===== src/rtl/traffic_pkg.sv =====
// Shared lamp encodings and controller state type.
package traffic_pkg;

   localparam logic [2:0] LAMP_RED    = 3'b100;
   localparam logic [2:0] LAMP_YELLOW = 3'b010;
   localparam logic [2:0] LAMP_GREEN  = 3'b001;
   localparam logic [2:0] LAMP_OFF    = 3'b000;

   typedef enum logic [3:0] {
      AR_NS,
      NS_G,
      NS_Y,
      AR_X,
      PED,
      EW_G,
      EW_Y,
      FLASH_ON,
      FLASH_OFF
   } state_t;

endpackage


===== src/rtl/phase_timer.sv =====
// Loadable saturating down-counter; expired is registered alongside the count.
module phase_timer #(
   parameter int unsigned CNT_W   = 16,
   parameter logic [CNT_W-1:0] RST_VAL = '0
) (
   input  logic             clk,
   input  logic             rst,
   input  logic             load,
   input  logic [CNT_W-1:0] load_val,
   output logic             expired
);

   logic [CNT_W-1:0] cnt;

   // Load on phase entry, otherwise count down and stick at zero.
   always_ff @(posedge clk) begin
      if (rst) begin
         cnt     <= RST_VAL;
         expired <= (RST_VAL == '0);
      end else if (load) begin
         cnt     <= load_val;
         expired <= (load_val == '0);
      end else if (cnt != '0) begin
         cnt     <= cnt - CNT_W'(1);
         expired <= (cnt == CNT_W'(1));
      end
   end

endmodule


===== src/rtl/traffic_light_ctrl_param.sv =====
// Sensor-actuated two-way traffic light with pedestrian phase and night flash.
module traffic_light_ctrl_param
   import traffic_pkg::*;
#(
   parameter int unsigned CNT_W      = 16,
   parameter int unsigned NS_MIN_T   = 8,
   parameter int unsigned EW_GREEN_T = 6,
   parameter int unsigned YELLOW_T   = 3,
   parameter int unsigned ALLRED_T   = 2,
   parameter int unsigned WALK_T     = 5,
   parameter int unsigned FLASH_T    = 4
) (
   input  logic       clk,
   input  logic       rst,
   input  logic       ew_car,
   input  logic       ped_btn,
   input  logic       flash_en,
   output logic [2:0] NS,
   output logic [2:0] EW,
   output logic       walk,
   output logic       ew_pend,
   output logic       ped_pend
);

   state_t           state, state_nxt;
   logic             expired;
   logic             load;
   logic [CNT_W-1:0] load_val;
   logic             ew_pend_nxt, ped_pend_nxt;
   logic             in_flash;

   // Timer reload value (duration-1) for the phase being entered.
   function automatic logic [CNT_W-1:0] dur_m1(input state_t s);
      case (s)
         NS_G:                dur_m1 = CNT_W'(NS_MIN_T - 1);
         NS_Y, EW_Y:          dur_m1 = CNT_W'(YELLOW_T - 1);
         PED:                 dur_m1 = CNT_W'(WALK_T - 1);
         EW_G:                dur_m1 = CNT_W'(EW_GREEN_T - 1);
         FLASH_ON, FLASH_OFF: dur_m1 = CNT_W'(FLASH_T - 1);
         default:             dur_m1 = CNT_W'(ALLRED_T - 1);
      endcase
   endfunction

   phase_timer #(
      .CNT_W   (CNT_W),
      .RST_VAL (CNT_W'(ALLRED_T - 1))
   ) u_timer (
      .clk      (clk),
      .rst      (rst),
      .load     (load),
      .load_val (load_val),
      .expired  (expired)
   );

   // State and demand latch registers.
   always_ff @(posedge clk) begin
      if (rst) begin
         state    <= AR_NS;
         ew_pend  <= 1'b0;
         ped_pend <= 1'b0;
      end else begin
         state    <= state_nxt;
         ew_pend  <= ew_pend_nxt;
         ped_pend <= ped_pend_nxt;
      end
   end

   // Next-state, timer reload, demand latches and lamp decode.
   always_comb begin
      state_nxt    = state;
      NS           = LAMP_RED;
      EW           = LAMP_RED;
      walk         = 1'b0;
      in_flash     = (state == FLASH_ON) || (state == FLASH_OFF);

      case (state)
         AR_NS: if (expired) state_nxt = flash_en ? FLASH_ON : NS_G;
         NS_G: begin
            NS = LAMP_GREEN;
            if (expired && (ew_pend || ped_pend)) state_nxt = NS_Y;
         end
         NS_Y: begin
            NS = LAMP_YELLOW;
            if (expired) state_nxt = AR_X;
         end
         AR_X: if (expired) state_nxt = ped_pend ? PED : (ew_pend ? EW_G : AR_NS);
         PED: begin
            walk = 1'b1;
            if (expired) state_nxt = ew_pend ? EW_G : AR_NS;
         end
         EW_G: begin
            EW = LAMP_GREEN;
            if (expired) state_nxt = EW_Y;
         end
         EW_Y: begin
            EW = LAMP_YELLOW;
            if (expired) state_nxt = AR_NS;
         end
         FLASH_ON: begin
            NS = LAMP_YELLOW;
            if (expired) state_nxt = FLASH_OFF;
         end
         FLASH_OFF: begin
            NS = LAMP_OFF;
            EW = LAMP_OFF;
            if (expired) state_nxt = flash_en ? FLASH_ON : AR_NS;
         end
         default: state_nxt = AR_NS;
      endcase

      load     = (state_nxt != state);
      load_val = dur_m1(state_nxt);

      // Set on demand outside flash; serving the phase (or entering flash) clears.
      ew_pend_nxt  = ew_pend  | (ew_car  & ~in_flash);
      ped_pend_nxt = ped_pend | (ped_btn & ~in_flash);
      if ((state_nxt == EW_G) && (state != EW_G)) ew_pend_nxt = 1'b0;
      if ((state_nxt == PED) && (state != PED)) ped_pend_nxt = 1'b0;
      if ((state_nxt == FLASH_ON) && (state == AR_NS)) begin
         ew_pend_nxt  = 1'b0;
         ped_pend_nxt = 1'b0;
      end
   end

endmodule


===== config.mk =====
export PLATFORM = sky130hd
export DESIGN_NAME = traffic_light_ctrl_param
export DESIGN_NICKNAME = d
export VERILOG_FILES = /design/src/rtl/traffic_pkg.sv /design/src/rtl/phase_timer.sv /design/src/rtl/traffic_light_ctrl_param.sv
export SDC_FILE = /design/constraint.sdc
export NUM_CORES = 1
export LEC_CHECK = 0
export ABC_CLOCK_PERIOD_IN_PS = 3350
export BUFFER_PORTS_ARGS = -buffer_cell sky130_fd_sc_hd__buf_4
export CAP_MARGIN = 20
export CORE_MARGIN = 5
export CORE_UTILIZATION = 50
export DETAILED_ROUTE_END_ITERATION = 10
export PLACE_DENSITY = 0.69
export SETUP_SLACK_MARGIN = 0.05
export SYNTH_ARGS = -nofsm -noshare
export SYNTH_HDL_FRONTEND = slang
export SYNTH_HIERARCHICAL = 1
export SYNTH_SLANG_ARGS = --single-unit

===== constraint.sdc =====
create_clock -name clk -period 3.35 [get_ports clk]
set_input_delay 0.67 -clock clk [delete_from_list [all_inputs] [get_ports clk]]
set_output_delay 0.67 -clock clk [all_outputs]
set_load 0.05 [all_outputs]

Word-level counts from Yosys, hierarchy flattened
Index checks and enable logic that the tools add are counted.
- flip-flop bits (word level): 23
- bits of input ports: 5
- output and inout bits: 9
- word-level logic and storage cells: 67
- add/sub/neg operators: 1
- equal/unequal tests: 19
- muxes and demuxes: 22
- bitwise operators: 5
- reduce and logical (&&, ||, !) cells: 15
- operators by type and width (operator ; count):
    4-bit two-way mux ; 10
    4-bit case mux with 9 select lines ; 1
    4-bit by 3-bit equality test with 1-bit output (second input constant) ; 8
    16-bit two-way mux ; 2
    3-bit case mux with 3 select lines ; 2
    16-bit by 1-bit equality test with 1-bit output (second input constant) ; 1
    16-bit logical NOT ; 1
    16-bit nonzero test ; 1
    16-bit by 1-bit subtractor with 16-bit output (second input constant) ; 1
    3-bit case mux with 5 select lines ; 1
    4-bit by 2-bit equality test with 1-bit output (second input constant) ; 3
    3-bit two-way mux ; 3
    4-bit by 1-bit equality test with 1-bit output (second input constant) ; 2
    4-bit equality test (second input constant) ; 2
    4-bit by 3-bit inequality test with 1-bit output (second input constant) ; 2
    2-bit OR reduction ; 3
    3-bit OR reduction ; 2
    1-bit logical AND ; 4
    4-bit logical NOT ; 1
    4-bit inequality test ; 1
    1-bit two-way mux ; 3
    1-bit bitwise AND ; 2
    1-bit logical OR ; 2
    1-bit bitwise OR ; 2
    2 further kinds ; 2

Depth between registers and ports, before layout
Gate-level depths: netlist (run 1).
- word-level depth: 9
- mapped depth: 12
- mapped depth without buffers: 9

Hierarchy
The synthesis (run 1) kept the hierarchy.
- by module, submodules not included (module ; times used ; cells each ; area an instance (um^2) ; seq. area each (um^2)):
    phase_timer ; 1 ; 127 ; 1068.5 ; 340.3
    traffic_light_ctrl_param ; 1 ; 98 ; 695.7 ; 120.1

Least setup slack after synthesis (run 1)
OpenSTA, ideal clock, no wires.
- path type: reg2reg
- start: reg state[2]
- end: reg u_timer.expired
- setup time: 0.086 ns
- data arrival time: 3.068 ns
- required time: 3.264 ns
- setup slack: 0.196 ns
- stages on the path, launching flop included: 11
- path buffers: 2
- clock period less this slack: 3.154 ns
- cell sequence: dfxtp_1 buf_6 buf_2 nor4b_2 nand2_1 nand4_1 nand2_1 a2bb2oi_1 or3_1 or4_1 a211oi_1
- cells in the longest elaborated chain, start to end: 7
- elaborated cells between the ends (all ways): 33
- classes of those cells: eq/ne: 16; mux: 12; reduce/logical: 5
- RTL lines (what ; RTL line ; text):
    start: declaration ; traffic_light_ctrl_param.sv:25 ; state_t state, state_nxt;
    start signal: assignment ; traffic_light_ctrl_param.sv:62 ; state <= state_nxt;
    4-bit equality test (tied with other cells) ; traffic_light_ctrl_param.sv:76 ; case (state)
    4-bit case mux with 9 select lines * ; traffic_light_ctrl_param.sv:76 ;
    4-bit by 3-bit equality test with 1-bit output (tied with other cells) ; traffic_light_ctrl_param.sv:34 ; case (s)
    2-bit OR reduction ; traffic_light_ctrl_param.sv:34 ;
    3-bit case mux with 5 select lines * ; traffic_light_ctrl_param.sv:34 ;
    named net load_val[1] ; traffic_light_ctrl_param.sv:28 ; logic [CNT_W-1:0] load_val;
    16-bit logical NOT * ; phase_timer.sv:22 ; expired <= (load_val == '0);
    1-bit two-way mux * ; phase_timer.sv:20 ; end else if (load) begin
    end signal: assignment ; phase_timer.sv:19 ; expired <= (RST_VAL == '0);
    end signal: assignment ; phase_timer.sv:22 ;
    end signal: assignment ; phase_timer.sv:25 ; expired <= (cnt == CNT_W'(1));
    end: declaration ; phase_timer.sv:10 ; output logic expired
The timed path passes the listed nets; every way through them passes the cells marked *.
A chain may end at the register's enable or synchronous reset.

Worst setup path in the final report (run 1)
- start: reg state[0]
- end: reg u_timer.expired
- elaborated cells between the ends (all ways): 33
- classes of those cells: eq/ne: 16; mux: 12; reduce/logical: 5
- RTL lines (what ; RTL line ; text):
    4-bit equality test (tied with other cells) ; traffic_light_ctrl_param.sv:76 ;
    4-bit case mux with 9 select lines ; traffic_light_ctrl_param.sv:76 ;
    4-bit inequality test * ; traffic_light_ctrl_param.sv:111 ; load = (state_nxt != state);
    named net load ; traffic_light_ctrl_param.sv:27 ; logic load;
    1-bit two-way mux or 2-bit nonzero test (tied branches) ; n/a ;
Marked as above.

==> results of run 1 <==
-- final cells by class --
type,instances,area [µm²],area share (%)
multi-input combinational,200,1270,64.5
sequential,23,460,23.3
timing repair buffer,15,113,5.70
tap,46,57.6,2.91
inverter,12,45.0,2.28
clock buffer,4,26.3,1.33
-- how the worst max path moves through the flow --
stage / start / endpoint / slack, ps / depth (start not counted)
2_1_floorplan: state[2]$_SDFF_PP0_ / u_timer/expired$_SDFFE_PP0P_ / 200 / 10
4_1_cts: state[0]$_SDFF_PP0_ / u_timer/expired$_SDFFE_PP0P_ / 440 / 8
3_5_place_dp: state[0]$_SDFF_PP0_ / u_timer/expired$_SDFFE_PP0P_ / 480 / 8
3_3_place_gp: state[0]$_SDFF_PP0_ / u_timer/expired$_SDFFE_PP0P_ / 430 / 8
5_1_grt: state[0]$_SDFF_PP0_ / u_timer/cnt[14]$_SDFFE_PP0P_ / 180 / 9
6_report: state[0]$_SDFF_PP0_ / u_timer/expired$_SDFFE_PP0P_ / 420 / 8
-- power by group through the flow --
stage | combinational, mW | sequential, mW | clock, mW
after detailed placement | 1.02 | 0.493 | 0
final | 1.03 | 0.488 | 0.130
after floorplan | 0.857 | 0.451 | 0
after CTS | 1.02 | 0.487 | 0.140
after global routing | 1.14 | 0.504 | 0.150
after global placement | 1.00 | 0.493 | 0
-- registers in the layout, summed over array words and instances (netlist names) --
name	count
ew_pend	1
ped_pend	1
state	4
u_timer/cnt	16
u_timer/expired	1
-- per-layer routing --
layer | up-vias | global-route usage, % | share of wire, %
li1 | 881 | - | -
met1 | 777 | 25.4 | 52
met2 | 35 | 23.2 | 42
met3 | 4 | 4.06 | 5.1
met4 | 0 | 3.25 | 0.88
met5 | - | 0 | 0
-- placed cells by master, fill, tap and decap left out, types with 3 or more instances in the layout --
master and count:
conb_1 25, nand2_1 23, dfxtp_1 23, nor2_1 17
a21oi_1 15, buf_4 15, inv_1 12, nor3_1 9
o21ai_0 9, xor2_1 6, or3_1 6, nor2b_1 5
a31oi_1 5, nand4_1 5, nor4_1 5, nand2b_1 4
a311oi_1 4, nand3_1 3, mux2i_1 3, clkbuf_4 3
a221oi_1 3, xnor2_1 3
-- per-stage QoR --
step | util, % | hold WS [ps] | cell area (µm²) | power, mW
6_report | 58.3 | 582 | 1980 | 1.65
3_5_place_dp | 57.5 | 562 | 1950 | 1.51
2_1_floorplan | - | 520 | 1850 | 1.31
5_1_grt | 58.3 | 640 | 1980 | 1.80
3_3_place_gp | 57.5 | 557 | 1950 | 1.50
4_1_cts | 58.3 | 581 | 1980 | 1.65
-- logic make-up after synthesis --
logic type,count (synthesis),synth area share (%)
AND/OR/NAND/NOR,101,34.9
AO/OA/AOI/OAI,60,24.5
buffers and inverters,26,6.74
flip-flops,23,26.1
XOR/XNOR,9,4.47
multiplexers,3,1.70
adder cells (fa/ha/maj),2,1.42
other,1,0.213
-- critical path, cell delays in order, from the launching register on --
cell,delay (ps)
dfxtp_1,750
or2_1,310
o22a_1,200
a2bb2oi_2,290
mux2i_1,130
o32a_1,370
buf_4,210
or3_1,380
a211oi_1,210
==> impl_metrics.tcl, run 1 <==
set metrics [dict create \
    initial_core_util_pct 52.0 \
    p_leak_nw 0.749 \
    ff2ff_setup_slack_ps 420 \
    num_vias 1697 \
    power_frac_comb_pct 62.4 \
    cap_violations 0 \
    antenna_cells 0 \
    grt_first_pass_wirelength_um 6760 \
    synth_commonest_cells "23 x dfxtp_1, 23 x nand2_1, 17 x nor2_1" \
    reg2regPathDepth 8 \
    totalNegativeSetupSlack_ps 0 \
    cp-end-kind "register" \
    num_rows 21 \
    drtIter0Drc 210 \
    hold_depth 2 \
    yosysSeqAreaShare_pct 26.1 \
    grt_setup_unrepaired "false" \
    synth_top_area_share_pct 26.1 \
    post_synth.cell_area_avg_um2 7.84 \
    holdBufCountCts 0 \
    power_switching_uw 824 \
    stdcell_count 300 \
    crit_type "register to register" \
    synth_top_area_cell "dfxtp_1" \
    maxSlewViolCount 0 \
    period_needed_ps 2930 \
    relSlewSlack_pct 57.1 \
    cts_max_level 1 \
    synth.distinct_cells 61 \
    drt-total-wl_um 3970 \
    clock-root-buffer "clkbuf_4" \
    grt_pass1_vias 1462 \
    finalHoldViolCount 0 \
    crit_path_max_fanout 21 \
    synth_area_leaders "dfxtp_1 26%, nand2_1 4.9%, a21oi_1 4.3%" \
    crit_required_ps 3590 \
    ys_ff_latch 23 \
    p_per_area_mw_per_mm2 832 \
    grt_max_degree 22 \
    finalWorstSetupSlack_ps 424 \
    clkPwrFrac_pct 7.9 \
    numCtsBuffers 3 \
    synth_warnings 6 \
    syn2layout_area_growth_pct 12.1 \
    synth_async_sr_flop_share_pct 0 \
    die_h_um 69.4 \
    cts_tree "done" \
    netSwitchingFraction_pct 50.1 \
    clock_path_buffers 2 \
    status "finished clean" \
    io_buffers 13 \
    ir_worst_vdd_uv 473 \
    wl_per_cell_um 13.2 \
    antenna_found_initial 0 \
    postCtsResizedCells 0 \
    placed_cells 296 \
    layout-drive-gt1-share_pct 12.6 \
    grt_overflow 0 \
    nFillCells 319 \
    vias_per_cell 5.66 \
    r2r-end "u_timer/expired$_SDFFE_PP0P_" \
    regToRegStartpoint "state[0]$_SDFF_PP0_" \
    synth-edff-count 0 \
    ant_nets 0 \
    gp_congestion 0.863 \
    fin_nets 262 \
    min_from "u_timer/cnt[6]$_SDFFE_PP0P_" \
    worst_pin_slew_ps 643 \
    firstDrtPassIters 4 \
    hold_class "register to register" \
    synthCells 225 \
    path_clk_slew_ps 130 \
    dieArea_mm2 0.00482 \
    cp_data_arrival_time_ps 3160 \
    synth_flop_cell "dfxtp_1" \
    start_kind "register" \
    internal_power_uw 821 \
    timing.final.crit_share_pct 87.3 \
    die_x_um 69.4 \
    drc 0 \
    cts_setup_buffers 0 \
    share_seq_of_total_power_pct 29.6 \
    finClkSkew_ps 3.83 \
    synth_area_mm2 0.00176 \
    gr-usage-all-layers_pct 16.6 \
    setup_violations 0 \
    clock_latency_ps 310 \
    dp_slack_ps 475 \
    clkSinkCount 23 \
    fmax_mhz 342 \
    core_mm2 0.00339 \
    pin_count 14 \
    min_to "u_timer/cnt[6]$_SDFFE_PP0P_" \
    dp_hpwl_um 2970 \
]
Note: power is estimated with default switching activity, not from simulation.
==> run 2: changes to the inputs <==
--- a/config.mk
+++ b/config.mk
@@ -8,10 +8,12 @@
 export ABC_CLOCK_PERIOD_IN_PS = 3350
 export BUFFER_PORTS_ARGS = -buffer_cell sky130_fd_sc_hd__buf_4
 export CAP_MARGIN = 20
+export CELL_PAD_IN_SITES_DETAIL_PLACEMENT = 1
+export CELL_PAD_IN_SITES_GLOBAL_PLACEMENT = 1
 export CORE_MARGIN = 5
-export CORE_UTILIZATION = 50
+export CORE_UTILIZATION = 44
 export DETAILED_ROUTE_END_ITERATION = 10
-export PLACE_DENSITY = 0.69
+export PLACE_DENSITY = 0.8
 export SETUP_SLACK_MARGIN = 0.05
 export SYNTH_ARGS = -nofsm -noshare
 export SYNTH_HDL_FRONTEND = slang
==> impl_metrics.tcl, run 2 (synthesis gave the netlist of run 1 again) <==
set metrics [dict create \
    clock-root-buffer "clkbuf_8" \
    vias_per_cell 5.97 \
    path_buf_inv 2 \
    firstDrtPassIters 4 \
    p_leak_nw 0.773 \
    maxSlewViolCount 0 \
    relSlewSlack_pct 56.2 \
    crit_path_max_fanout 19 \
    drc 0 \
    largest_reg_flops 16 \
    ant_nets 0 \
    path_clk_slew_ps 90 \
    path_cells "or2_1, o22a_1, a2bb2oi_2, mux2i_1, o32a_1, buf_4, inv_1, o31a_1, a221oi_1" \
    timing.final.crit_share_pct 90.2 \
    fin_nets 265 \
    antenna_found_initial 0 \
    cp-end-kind "register" \
    top_regs "u_timer/cnt: 16 flops, state: 4 flops" \
    num_vias 1833 \
    num_rows 23 \
    clock_latency_ps 270 \
    pin_count 14 \
    worst_path_dominant_cell_family "compound AO/OA/AOI/OAI gates" \
    r2r-end "u_timer/cnt[5]$_SDFFE_PP0P_" \
    postCtsResizedCells 0 \
    wl_per_cell_um 16.7 \
    hold_class "register to register" \
    setup_violations 0 \
    cap_violations 0 \
    dieArea_mm2 0.00538 \
    die_x_um 73.3 \
    p_per_area_mw_per_mm2 870 \
    cp_data_arrival_time_ps 3190 \
    drtIter0Drc 167 \
    worst_pin_slew_ps 655 \
    crit_path_end "u_timer/cnt[5]$_SDFFE_PP0P_" \
    finalHoldViolCount 0 \
    numCtsBuffers 3 \
    finClkSkew_ps 5.71 \
    mostFrequentLayoutCell "conb_1" \
    ir_worst_vdd_uv 470 \
    gr-usage-all-layers_pct 20.9 \
    hold_slack_ps 585 \
    gp_congestion 0.845 \
    max_stage_delay_ps 710 \
    grt_max_degree 20 \
    clock_path_buffers 2 \
    grt_setup_unrepaired "false" \
    grt_overflow 0 \
    crit_path_start "state[2]$_SDFF_PP0_" \
    dp_hpwl_um 3890 \
    cts_tree "done" \
    mostFrequentLayoutCells "25 x conb_1, 23 x nand2_1, 23 x dfxtp_1" \
    initial_core_util_pct 44.7 \
    fmax_mhz 331 \
    die_h_um 73.3 \
    ff2ff_setup_slack_ps 330 \
    core_mm2 0.00394 \
    syn2layout_area_growth_pct 14.7 \
    grt_first_pass_wirelength_um 8810 \
    holdBufCountCts 0 \
    crit_required_ps 3520 \
    cts_setup_buffers 0 \
    status "finished clean" \
    regToRegStartpoint "state[2]$_SDFF_PP0_" \
    clkSinkCount 23 \
    drt-total-wl_um 5120 \
    layout-drive-gt1-share_pct 13.6 \
    top_register "u_timer/cnt" \
    critPathSlowestCell "dfxtp_1" \
    io_buffers 13 \
    cts_max_level 1 \
    antenna_cells 0 \
    period_needed_ps 3020 \
    path_depth 9 \
    crit_type "register to register" \
    start_kind "register" \
    totalNegativeSetupSlack_ps 0 \
    grt_pass1_vias 1719 \
    reg2regPathDepth 9 \
]
## run 2: power breakdown
| group | switching, mW | leakage, nW | internal, mW |
|---|---|---|---|
| clock network | 0.0946 | 0.0228 | 0.0851 |
| logic | 0.665 | 0.561 | 0.431 |
| registers | 0.134 | 0.189 | 0.352 |
| total | 0.893 | 0.773 | 0.868 |
## run 2: routing by layer
layer	up-vias	share of wire [%]	GRT usage, %
met5	-	0	0
met4	0	0.47	4.43
met3	2	5.0	3.97
met2	44	45	30.1
met1	906	50	32.0
li1	881	-	-
## run 2: cell type report
type	count	area, µm²
Clock buffer	4	45.0
Fill cell	507	1920
Inverter	12	45.0
Timing Repair Buffer	18	135
Tap cell	50	62.6
Sequential cell	23	460
Multi-Input combinational cell	200	1270
## run 2: tightest hold or removal path: stages (launching register included)
cell	delay, ps
dfxtp_1	360
o21ai_0	90
a311oi_1	80
## run 2: worst min path at each step
stage | cells past startpoint | start | slack [ps] | endpoint
floorplan | 2 | u_timer/cnt[6]$_SDFFE_PP0P_ | 520 | u_timer/cnt[6]$_SDFFE_PP0P_
global placement | 2 | u_timer/cnt[6]$_SDFFE_PP0P_ | 560 | u_timer/cnt[6]$_SDFFE_PP0P_
detailed placement | 2 | u_timer/cnt[6]$_SDFFE_PP0P_ | 570 | u_timer/cnt[6]$_SDFFE_PP0P_
CTS | 2 | u_timer/cnt[6]$_SDFFE_PP0P_ | 580 | u_timer/cnt[6]$_SDFFE_PP0P_
global route | 2 | u_timer/cnt[6]$_SDFFE_PP0P_ | 600 | u_timer/cnt[6]$_SDFFE_PP0P_
finish | 2 | u_timer/cnt[6]$_SDFFE_PP0P_ | 580 | u_timer/cnt[6]$_SDFFE_PP0P_
## run 2: metrics by stage
stage          power, mW  util (%)  cell area (µm²)  instances  setup WS [ps]
2_1_floorplan       1.31         -             1850        249            196
6_report            1.76      51.3             2020        307            328
3_3_place_gp        1.54      50.2             1980        303            425
5_1_grt             1.92      51.3             2020        307           87.9
4_1_cts             1.76      51.3             2020        307            353
3_5_place_dp        1.57      50.2             1980        303            386
